`src/rtl/axi_add_arb_if.sv`:
```
// Bundles the two requester channels, the result channel and the lock flag of the adder arbiter.
// The arbiter uses slave; a driver or bench acting as both requesters and the sink uses master.
interface axi_add_arb_if #(
  parameter int WIDTH = 8
);
  logic [WIDTH-1:0] s0_a;
  logic [WIDTH-1:0] s0_b;
  logic             s0_valid;
  logic             s0_last;
  logic             s0_ready;

  logic [WIDTH-1:0] s1_a;
  logic [WIDTH-1:0] s1_b;
  logic             s1_valid;
  logic             s1_last;
  logic             s1_ready;

  logic [WIDTH:0]   dout;
  logic             dout_id;
  logic             dout_last;
  logic             dout_valid;
  logic             dout_ready;
  logic             busy;

  modport slave (
    input  s0_a, s0_b, s0_valid, s0_last,
    output s0_ready,
    input  s1_a, s1_b, s1_valid, s1_last,
    output s1_ready,
    output dout, dout_id, dout_last, dout_valid,
    input  dout_ready,
    output busy
  );

  modport master (
    output s0_a, s0_b, s0_valid, s0_last,
    input  s0_ready,
    output s1_a, s1_b, s1_valid, s1_last,
    input  s1_ready,
    input  dout, dout_id, dout_last, dout_valid,
    output dout_ready,
    input  busy
  );
endinterface

```
`src/rtl/axi_add_arb.sv`:
```
// Two-requester round-robin arbiter with burst lock feeding a registered adder; 1-cycle latency.
// Backpressure: both readies stay low while a result is held unconsumed on dout.
module axi_add_arb #(
  parameter int WIDTH = 8
) (
  input  logic         clk,
  input  logic         rst_n,
  axi_add_arb_if.slave bus
);

  typedef enum logic [1:0] {
    IDLE  = 2'd0,
    LOCK0 = 2'd1,
    LOCK1 = 2'd2
  } state_t;

  typedef struct packed {
    logic [WIDTH:0] sum;
    logic           id;
    logic           last;
  } beat_t;

  state_t         state;
  logic           rr;
  logic           busy_q;
  logic [WIDTH:0] dout_q;
  logic           dout_id_q;
  logic           dout_last_q;
  logic           dout_valid_q;

  // While reset is held the readies already reflect the post-reset state.
  state_t state_eff;
  logic   rr_eff;
  logic   dout_valid_eff;
  logic   out_free;
  logic   gnt0;
  logic   gnt1;
  logic   hs0;
  logic   hs1;
  beat_t  sel;

  assign state_eff      = rst_n ? state : IDLE;
  assign rr_eff         = rst_n ? rr : 1'b1;
  assign dout_valid_eff = rst_n & dout_valid_q;
  assign out_free       = !dout_valid_eff || bus.dout_ready;

  always_comb begin
    gnt0 = 1'b0;
    gnt1 = 1'b0;
    if (out_free) begin
      case (state_eff)
        IDLE: begin
          if (bus.s0_valid && !bus.s1_valid) begin
            gnt0 = 1'b1;
          end else if (bus.s1_valid && !bus.s0_valid) begin
            gnt1 = 1'b1;
          end else if (bus.s0_valid && bus.s1_valid) begin
            gnt0 = rr_eff;
            gnt1 = !rr_eff;
          end
        end
        LOCK0:   gnt0 = 1'b1;
        LOCK1:   gnt1 = 1'b1;
        default: begin
          gnt0 = 1'b0;
          gnt1 = 1'b0;
        end
      endcase
    end
  end

  assign bus.s0_ready = gnt0;
  assign bus.s1_ready = gnt1;
  assign hs0          = bus.s0_valid && gnt0;
  assign hs1          = bus.s1_valid && gnt1;

  always_comb begin
    sel.sum  = {1'b0, bus.s0_a} + {1'b0, bus.s0_b};
    sel.id   = 1'b0;
    sel.last = bus.s0_last;
    if (hs1) begin
      sel.sum  = {1'b0, bus.s1_a} + {1'b0, bus.s1_b};
      sel.id   = 1'b1;
      sel.last = bus.s1_last;
    end
  end

  always_ff @(posedge clk) begin
    if (!rst_n) begin
      state        <= IDLE;
      rr           <= 1'b1;
      busy_q       <= 1'b0;
      dout_q       <= '0;
      dout_id_q    <= 1'b0;
      dout_last_q  <= 1'b0;
      dout_valid_q <= 1'b0;
    end else if (hs0 || hs1) begin
      dout_q       <= sel.sum;
      dout_id_q    <= sel.id;
      dout_last_q  <= sel.last;
      dout_valid_q <= 1'b1;
      if (sel.last) begin
        rr     <= sel.id;
        state  <= IDLE;
        busy_q <= 1'b0;
      end else if (state == IDLE) begin
        state  <= sel.id ? LOCK1 : LOCK0;
        busy_q <= 1'b1;
      end
    end else if (bus.dout_ready) begin
      dout_valid_q <= 1'b0;
    end
  end

  assign bus.dout       = dout_q;
  assign bus.dout_id    = dout_id_q;
  assign bus.dout_last  = dout_last_q;
  assign bus.dout_valid = dout_valid_q;
  assign bus.busy       = busy_q;

endmodule

```
`src/flat_wrapper.sv`:
```
// flat-port wrapper written by rule: the top's interface ports become plain ports
module axi_add_arb_flat 
#(
  parameter int WIDTH = 8
)
  (clk, rst_n, bus_s0_a, bus_s0_b, bus_s0_valid, bus_s0_last, bus_s0_ready, bus_s1_a, bus_s1_b, bus_s1_valid, bus_s1_last, bus_s1_ready, bus_dout, bus_dout_id, bus_dout_last, bus_dout_valid, bus_dout_ready, bus_busy);
  axi_add_arb_if #(.WIDTH(WIDTH)) bus_i ();
  input  logic clk;
  input  logic rst_n;
  input wire logic [$bits(bus_i.s0_a)-1:0] bus_s0_a;
  input wire logic [$bits(bus_i.s0_b)-1:0] bus_s0_b;
  input wire logic [$bits(bus_i.s0_valid)-1:0] bus_s0_valid;
  input wire logic [$bits(bus_i.s0_last)-1:0] bus_s0_last;
  output wire logic [$bits(bus_i.s0_ready)-1:0] bus_s0_ready;
  input wire logic [$bits(bus_i.s1_a)-1:0] bus_s1_a;
  input wire logic [$bits(bus_i.s1_b)-1:0] bus_s1_b;
  input wire logic [$bits(bus_i.s1_valid)-1:0] bus_s1_valid;
  input wire logic [$bits(bus_i.s1_last)-1:0] bus_s1_last;
  output wire logic [$bits(bus_i.s1_ready)-1:0] bus_s1_ready;
  output wire logic [$bits(bus_i.dout)-1:0] bus_dout;
  output wire logic [$bits(bus_i.dout_id)-1:0] bus_dout_id;
  output wire logic [$bits(bus_i.dout_last)-1:0] bus_dout_last;
  output wire logic [$bits(bus_i.dout_valid)-1:0] bus_dout_valid;
  input wire logic [$bits(bus_i.dout_ready)-1:0] bus_dout_ready;
  output wire logic [$bits(bus_i.busy)-1:0] bus_busy;
  assign bus_i.s0_a = bus_s0_a;
  assign bus_i.s0_b = bus_s0_b;
  assign bus_i.s0_valid = bus_s0_valid;
  assign bus_i.s0_last = bus_s0_last;
  assign bus_s0_ready = bus_i.s0_ready;
  assign bus_i.s1_a = bus_s1_a;
  assign bus_i.s1_b = bus_s1_b;
  assign bus_i.s1_valid = bus_s1_valid;
  assign bus_i.s1_last = bus_s1_last;
  assign bus_s1_ready = bus_i.s1_ready;
  assign bus_dout = bus_i.dout;
  assign bus_dout_id = bus_i.dout_id;
  assign bus_dout_last = bus_i.dout_last;
  assign bus_dout_valid = bus_i.dout_valid;
  assign bus_i.dout_ready = bus_dout_ready;
  assign bus_busy = bus_i.busy;
  axi_add_arb #(.WIDTH(WIDTH)) u_core (.clk(clk), .rst_n(rst_n), .bus(bus_i));
endmodule
```
`config.mk`:
```
export PLATFORM = sky130hd
export DESIGN_NAME = axi_add_arb_flat
export DESIGN_NICKNAME = d
export VERILOG_FILES = /design/src/rtl/axi_add_arb_if.sv /design/src/rtl/axi_add_arb.sv /design/src/flat_wrapper.sv
export SDC_FILE = /design/constraint.sdc
export NUM_CORES = 1
export LEC_CHECK = 0
export CORE_UTILIZATION = 44
export CTS_CLUSTER_DIAMETER = 60
export DETAILED_ROUTE_END_ITERATION = 8
export GPL_TIMING_DRIVEN = 0
export PLACE_DENSITY_LB_ADDON = 0.12
export SETUP_SLACK_MARGIN = 0.2
export SYNTH_ARGS = -nofsm -noshare
export SYNTH_HDL_FRONTEND = slang
export SYNTH_SLANG_ARGS = --single-unit
```
`constraint.sdc`:
```
create_clock -name clk -period 2.1 [get_ports clk]
set_input_delay 0.21 -clock clk [delete_from_list [all_inputs] [get_ports clk]]
set_output_delay 0.21 -clock clk [all_outputs]
set_load 0.05 [all_outputs]
```
==> summary.txt, run 1 <==
Yosys
  • Mapped Area: ~1400 um2
  • Synth warn: 0
  • Sequential cell area fraction in the yosys report: 0.228
  • Yosys reg bits: 16
  • Post-synth ARST share: 0
  • Post-synth EDFFs: 0
  • Syn Inst Count: 166
  • Primary FF master, synth: dfxtp_1
  • Mean Syn Cell Area: 8.46 um2
  • Net Count, Synth: 223
  • Netlist cell types: between 40 and 50

Place
  • Placed wire-length estimate: 2910 um
  • Routability cong.: 0.807
  • # port buffers: 53

Worst setup path
  • Setup crit start kind: input pin
  • R2R depth: 6
  • RR Endpoint: u_core.bus.dout[7]
  • R2r startpoint: u_core.state[0]
  • Data arrival, critical path: around 2000 ps
  • Flop2flop setup slack: around 400 ps
  • Critical Path End Type: flop
  • Critical Path Fanout Max: 2
  • Worst path required time: between 2000 and 2500 ps
  • Worst Path Class, Setup: input pin to flop

Timing
  • RSZ-0062 raised after global routing: yes
  • Setup violators final: 0
  • Hold_ws: 495 ps
  • Fin crit share: 0.869
  • Max transition margin: 0.592
  • Pins Over Slew Limit: 0
  • Clock Skews: approximately 7 ps
  • Final Hold Vio Count: 0
  • Slew of the pin with the lowest slew margin: about 610 ps
  • Final Critical Period: 1830 ps
  • FMAX: approximately 0.55 GHz

Hold path
  • Hold WC Path Type: flop to flop
  • Hold endpoint: u_core.bus.dout[8]
  • Hold path cells: 2
  • Min-delay src: u_core.bus.dout[8]

Clock tree
  • CTS clk-pin slew, worst paths: around 100 ps
  • Clk root buf: clkbuf_4
  • CTS Sinks: 16
  • CTS tree: yes
  • Worst-skew pair later-pin latency: approximately 290 ps
  • Hold-fix buffers, CTS: 0
  • Num CTS Buffers: 3
  • H-tree Lvls: 1
  • CTS Buffer Depth: 2

Final layout
  • Ratio of cells with drive above 1 in the final layout: 0.146
  • Nets: approximately 280
  • Antenna cells: 0
  • Number of fill cells: 258
  • Syn-to-layout area delta: 48.4%
  • Commonest non-fill, non-tap cell in the layout: clkdlybuf4s50_1
  • Most frequent cells in the layout: 46 x clkdlybuf4s50_1, 16 x nor2_1, 16 x dfxtp_1, 14 x ha_1, 11 x a21oi_1
  • Multi-input logic area: 1080 um2
  • Register area: approximately 320 um2
  • Core Util, Final: 0.688

Floorplanning
  • Starting Density: 0.464
  • FP Rows: 20
  • Die area: between 3000 and 4000 um2
  • Die Height: ~58 um
  • Die width: a little under 60 um
  • Top-Level Pins: 54
  • Core area: about 3000 um2

GRT
  • Largest net degree at the start of global routing: 11
  • GRT Total Usage: 0.236
  • Grt total ovfl: 0
  • Vias in the first global route: 1451
  • Initial antenna violation count: 0
  • First-pass GRT wire length: 6180 um

Routing
  • DR pass1 iterations: 4
  • Wirelength, routed: ~3700 um
  • ANT nets after route: 0
  • Vias/cell: around 5.7
  • Wirelength per Cell: approximately 14 um
  • Via count: 1545
  • DR DRC count: 0
  • Initial DRC count: 52

Flow run
  • Max Cap Viol: 0

Power
  • Peak supply drop: between 0.0003 and 0.0004 V
  • PwrDens: between 500 and 600 nW/um2
  • Leakage: approximately 0.85 nW
  • Overall power: ~1.2 mW

Run status
  • Status: complete, no violations
cell usage after synthesis (all sizes together), types with 2 or more instances:
cell,number,area share
nor2,18,0.052
buf,3,0.017
ha,16,0.14
o21a,5,0.027
o22ai,2,0.0089
a211o,2,0.012
or3,2,0.0089
inv,3,0.0080
nor3,9,0.032
o211ai,2,0.011
dfxtp,16,0.23
a221oi,4,0.034
xnor2,5,0.031
xor2,4,0.025
a31oi,2,0.0089
mux2i,3,0.021
a21oi,12,0.043
nand2b,3,0.013
a22oi,2,0.014
nand2,4,0.011
fa,2,0.029
nand3,2,0.0071
o2111ai,3,0.019
clkbuf,2,0.0053
a211oi,6,0.032
a21o,3,0.016
or2,2,0.0089
o21ai,14,0.053
nor2b,4,0.020
registers in the layout (all words and copies together), names as in the netlist:
register	cells
u_core.rr	1
u_core.bus.dout_last	1
u_core.bus.dout_valid	1
u_core.bus.dout_id	1
u_core.state	2
u_core.bus.dout	9
u_core.bus.busy	1
routing by layer:
layer | GRT usage | vias up | share of wire | routed length (um)
met5 | 0 | - | 0 | 0
met4 | 0.0884 | 0 | 0.016 | 61
met3 | 0.0396 | 8 | 0.056 | 207
met2 | 0.429 | 52 | 0.50 | 1870
met1 | 0.278 | 729 | 0.43 | 1590
li1 | - | 756 | - | -
report_power, final:
part	switching, mW	total (mW)	internal (mW)
logic	0.348	0.620	0.271
clock network	0.104	0.210	0.106
registers	0.0218	0.362	0.341
total	0.474	1.19	0.718
worst max-delay path: stages:
cell and delay, ps:
dlygate4sd2_1 230, ha_2 200, fa_2 410, a211oi_2 220, o21ai_1 100, and3b_2 240, o311ai_4 260, o211ai_1 120
how the worst max path moves through the flow:
| stage | start | to | slack [ps] | depth (start not counted) |
|---|---|---|---|---|
| CTS | rst_n | bus_s1_ready | 190 | 6 |
| floorplan | bus_s0_b[0] | u_core.bus.dout[8] | 240 | 7 |
| detailed placement | bus_s0_b[0] | u_core.bus.dout[8] | -520 | 8 |
| global route | rst_n | bus_s1_ready | 200 | 6 |
| global placement | bus_s0_b[0] | u_core.bus.dout[8] | -440 | 8 |
| finish | bus_s0_a[0] | u_core.bus.dout[8] | 270 | 8 |
cells by family after synthesis:
logic type / share of synthesized area
AOI/OAI and AO/OA: 0.316
and+or+nand+nor: 0.177
adders and majority gates: 0.171
DFF: 0.228
xor gates and xnor gates: 0.0561
buffers and inverters: 0.0303
muxes: 0.0214
stage by stage:
step	setup WS [ps]	std cells	TNS, ps	area (um2)
floorplan	241	166	0	1400
finish	275	270	0	2080
global route	195	270	0	2080
CTS	187	270	0	2090
detailed placement	-524	263	-1670	1990
global placement	-437	263	-1490	1990
timing repair:
item | CTS | global route
pin swaps | 12 | 2
endpoints found under the setup margin | 4 | 6
resized for setup | 26 | 5
buffers inserted | 3 | 0
endpoints found under the hold margin | 0 | 0
area by class of cell:
class / instances / area share
timing repair buffer: 56 / 0.259
inverter: 3 / 0.00541
multi-input combinational: 142 / 0.520
clock buffer: 4 / 0.0174
buffer: 5 / 0.0174
sequential: 16 / 0.154
tap: 44 / 0.0264
Power figures use the tool's default switching activity.
==> run 2, diff against run 1 <==
Settings changed: CORE_MARGIN set to 10.
==> run 2 against run 1 <==
Effect of this change:
- clock-buffer cell count unchanged
- die area increased by 71%
- power rose by 0.77%
- first-iteration DRC count up 120%
- combinational power barely moved
==> summary.txt, run 2 (synthesis results as in run 1) <==
Worst setup path
  • Crit path buf inv count: 1 (unchanged)
  • Worst path required time: 2280 ps (+20 ps)
  • Cell family with most CP delay: compound AO/OA/AOI/OAI gates
  • Critical Path Fanout Max: 2 (unchanged)
  • Critical Path, Cell by Cell: clkdlybuf4s50_1 > fa_2 > a211oi_2 > o21ai_1 > and3b_2 > o311ai_4 > o211ai_1
  • Data arrival, critical path: 2000 ps (about the same)
  • Crit-path slowest cell: clkdlybuf4s50_1
  • Worst Path Class, Setup: input pin to flop
  • R2r startpoint: u_core.state[1]
  • Setup crit start kind: input pin
  • Worst Setup SP: bus_s0_a[1]
  • Critical Path End Type: flop
  • Crit-path max cell delay: 450 ps (+40 ps)

Power
  • Internal: 0.718 mW (about the same)
  • Gate power share: 0.517 (-0.003)
  • Clk network pwr share: 0.181 (+0.005)
  • Register share of total power: 0.302 (-0.002)
  • Switch share: 0.402 (+0.00415)
  • PwrDens: 577 nW/um2 (+0.89%)
  • Peak supply drop: 0.000294 V (-10%)
  • Leakage: 0.845 nW (-0.52%)
  • Psw: 0.483 mW (+1.8%)

Floorplanning
  • Starting Density: 0.460 (-0.00380)
  • Die area: 5850 um2 (+71%)
  • Top-Level Pins: 54 (unchanged)
  • FP Rows: 20 (unchanged)
  • Die Height: 76.5 um (+31%)
  • Core area: 3050 um2 (+0.83%)
  • Die width: 76.5 um (+31%)

Routing
  • DR pass1 iterations: 4 (unchanged)
  • Met3 WL: 227 um (+9.7%)
  • Wirelength, routed: 4120 um (+11%)
  • Initial DRC count: 112 (+120%)
  • Met2 wire length: 1890 um (+1.6%)
  • Top layer in use: met4
  • ANT nets after route: 0 (unchanged)
  • WL met1: 1950 um (+23%)
  • Vias/cell: 5.52 (-3.6%)
  • DR DRC count: 0 (unchanged)
  • Wirelength per Cell: 15.3 um (+11%)
  • Via count: 1484 (-3.9%)

Place
  • DP Area: 1990 um2 (unchanged)
  • Pre-CTS setup slack: -485 ps (+39.2 ps)
  • Cell count after placement: 263 (unchanged)
  • Routability cong.: 0.863 (+6.9%)
  • Placed wire-length estimate: 3390 um (+16%)
  • # port buffers: 53 (unchanged)

Clock tree
  • CTS Sinks: 16 (unchanged)
  • Num CTS Buffers: 3 (unchanged)
  • CTS tree: yes
  • Clk root buf: clkbuf_4
  • CTS clk-pin slew, worst paths: 100 ps (about the same)
  • Hold-fix buffers, CTS: 0 (unchanged)
  • CTS Buffer Depth: 2 (unchanged)
  • Worst-skew pair later-pin latency: 300 ps (about the same)
  • H-tree Lvls: 1 (unchanged)

Final layout
  • Finished Layout Cells: 269 (-0.37%)
  • Multi-input logic area: 1080 um2 (unchanged)
  • Nets: 283 (-0.35%)
  • Ratio of cells with drive above 1 in the final layout: 0.142 (-0.00380)
  • Number of fill cells: 281 (+8.9%)
  • Fin area: 2080 um2 (-0.12%)
  • Max reg flops: 9 (unchanged)
  • Syn-to-layout area delta: 48.2%
  • Register area: 320 um2 (unchanged)
  • Most frequent cells in the layout: 46 x clkdlybuf4s50_1, 16 x nor2_1, 16 x dfxtp_1, 14 x ha_1, 11 x a21oi_1
  • Commonest non-fill, non-tap cell in the layout: clkdlybuf4s50_1
  • Antenna cells: 0 (unchanged)

Timing
  • Final Critical Period: 1820 ps (-4.91 ps)
  • Max transition margin: 0.628 (+0.0359)
  • Final TNS setup: 0 ps (unchanged)
  • RSZ-0062 raised after global routing: no
  • Setup violators final: 0 (unchanged)
  • Slew of the pin with the lowest slew margin: 558 ps (-53.8 ps)
  • Post-route setup slack: 280 ps (+4.91 ps)
  • FMAX: 0.549 GHz (+0.27%)
  • Hold_ws: 501 ps (+6.00 ps)
  • Pins Over Slew Limit: 0 (unchanged)
  • Clock Skews: 4.21 ps (-2.79 ps)
  • Fin crit share: 0.867 (-0.00234)
  • Final Hold Vio Count: 0 (unchanged)

GRT
  • Grt total ovfl: 0 (unchanged)
  • GRT Total Usage: 0.136 (-0.100)
  • Largest net degree at the start of global routing: 11 (unchanged)
  • Vias in the first global route: 1472 (+1.4%)
  • First-pass GRT wire length: 6890 um (+12%)
  • Initial antenna violation count: 0 (unchanged)

Hold path
  • Hold WC Path Type: flop to flop
  • Min-delay src: u_core.bus.dout[8]

Run status
  • Status: complete, no violations

Flow run
  • Max Cap Viol: 0 (unchanged)
-- run 2: cell types whose count changed in the layout (fill, tap and decap cells not counted) --
cell / before / now
buf_2: 3 / 2
buf_4: 4 / 3
clkbuf_2: 1 / 0
clkbuf_4: 4 / 6
-- run 2: final cells by class --
type / count / area share
plain buffers: 5 / 0.0186
clock buffers: 4 / 0.0174
inverters: 3 / 0.00541
multi-input cells: 142 / 0.521
flip-flops and latches: 16 / 0.154
well taps: 44 / 0.0265
repair buffers: 55 / 0.257
-- run 2: through the flow --
stage                     total power, mW  utilization
after floorplan                     0.759            -
after global placement              0.962        0.652
after detailed placement            0.974        0.652
after CTS                            1.20        0.676
after global routing                 1.27        0.682
final                                1.20        0.682
-- run 2: power by group through the flow --
stage          clock network (mW)  logic, mW  registers (mW)
4_1_cts                     0.218      0.616           0.363
3_3_place_gp                    0      0.594           0.368
3_5_place_dp                    0      0.604           0.370
5_1_grt                     0.227      0.674           0.367
2_1_floorplan                   0      0.280           0.478
6_report                    0.217      0.621           0.363
-- run 2: timing repair --
| action | 4_1_cts | 5_1_grt |
|---|---|---|
| cloned | 0 | 0 |
| setup endpoints to repair | 4 | 6 |
| gates resized for setup | 25 | 10 |
| pin swaps | 12 | 3 |
| setup buffers | 2 | 0 |
-- run 2: worst paths after layout --
path                         to  slack (ps)  cells after the start
min reg2reg  u_core.bus.dout[8]         500                      2
max reg2reg  u_core.bus.dout[7]         480                      5
min          u_core.bus.dout[8]         500                      2
max          u_core.bus.dout[8]         280                      7
-- run 2: metal layers --
| metal | vias up | GRT usage |
|---|---|---|
| met4 | 0 | 0.0446 |
| met1 | 677 | 0.176 |
| met3 | 6 | 0.0318 |
| li1 | 752 | - |
| met2 | 49 | 0.216 |
| met5 | - | 0 |
-- run 2: worst register-to-register path, cell delays in order, from the launching register on --
cell and delay [ps]:
dfxtp_1 450, nand2b_1 140, a21boi_1 100, o22ai_1 480, o21ai_0 150, a221oi_1 210
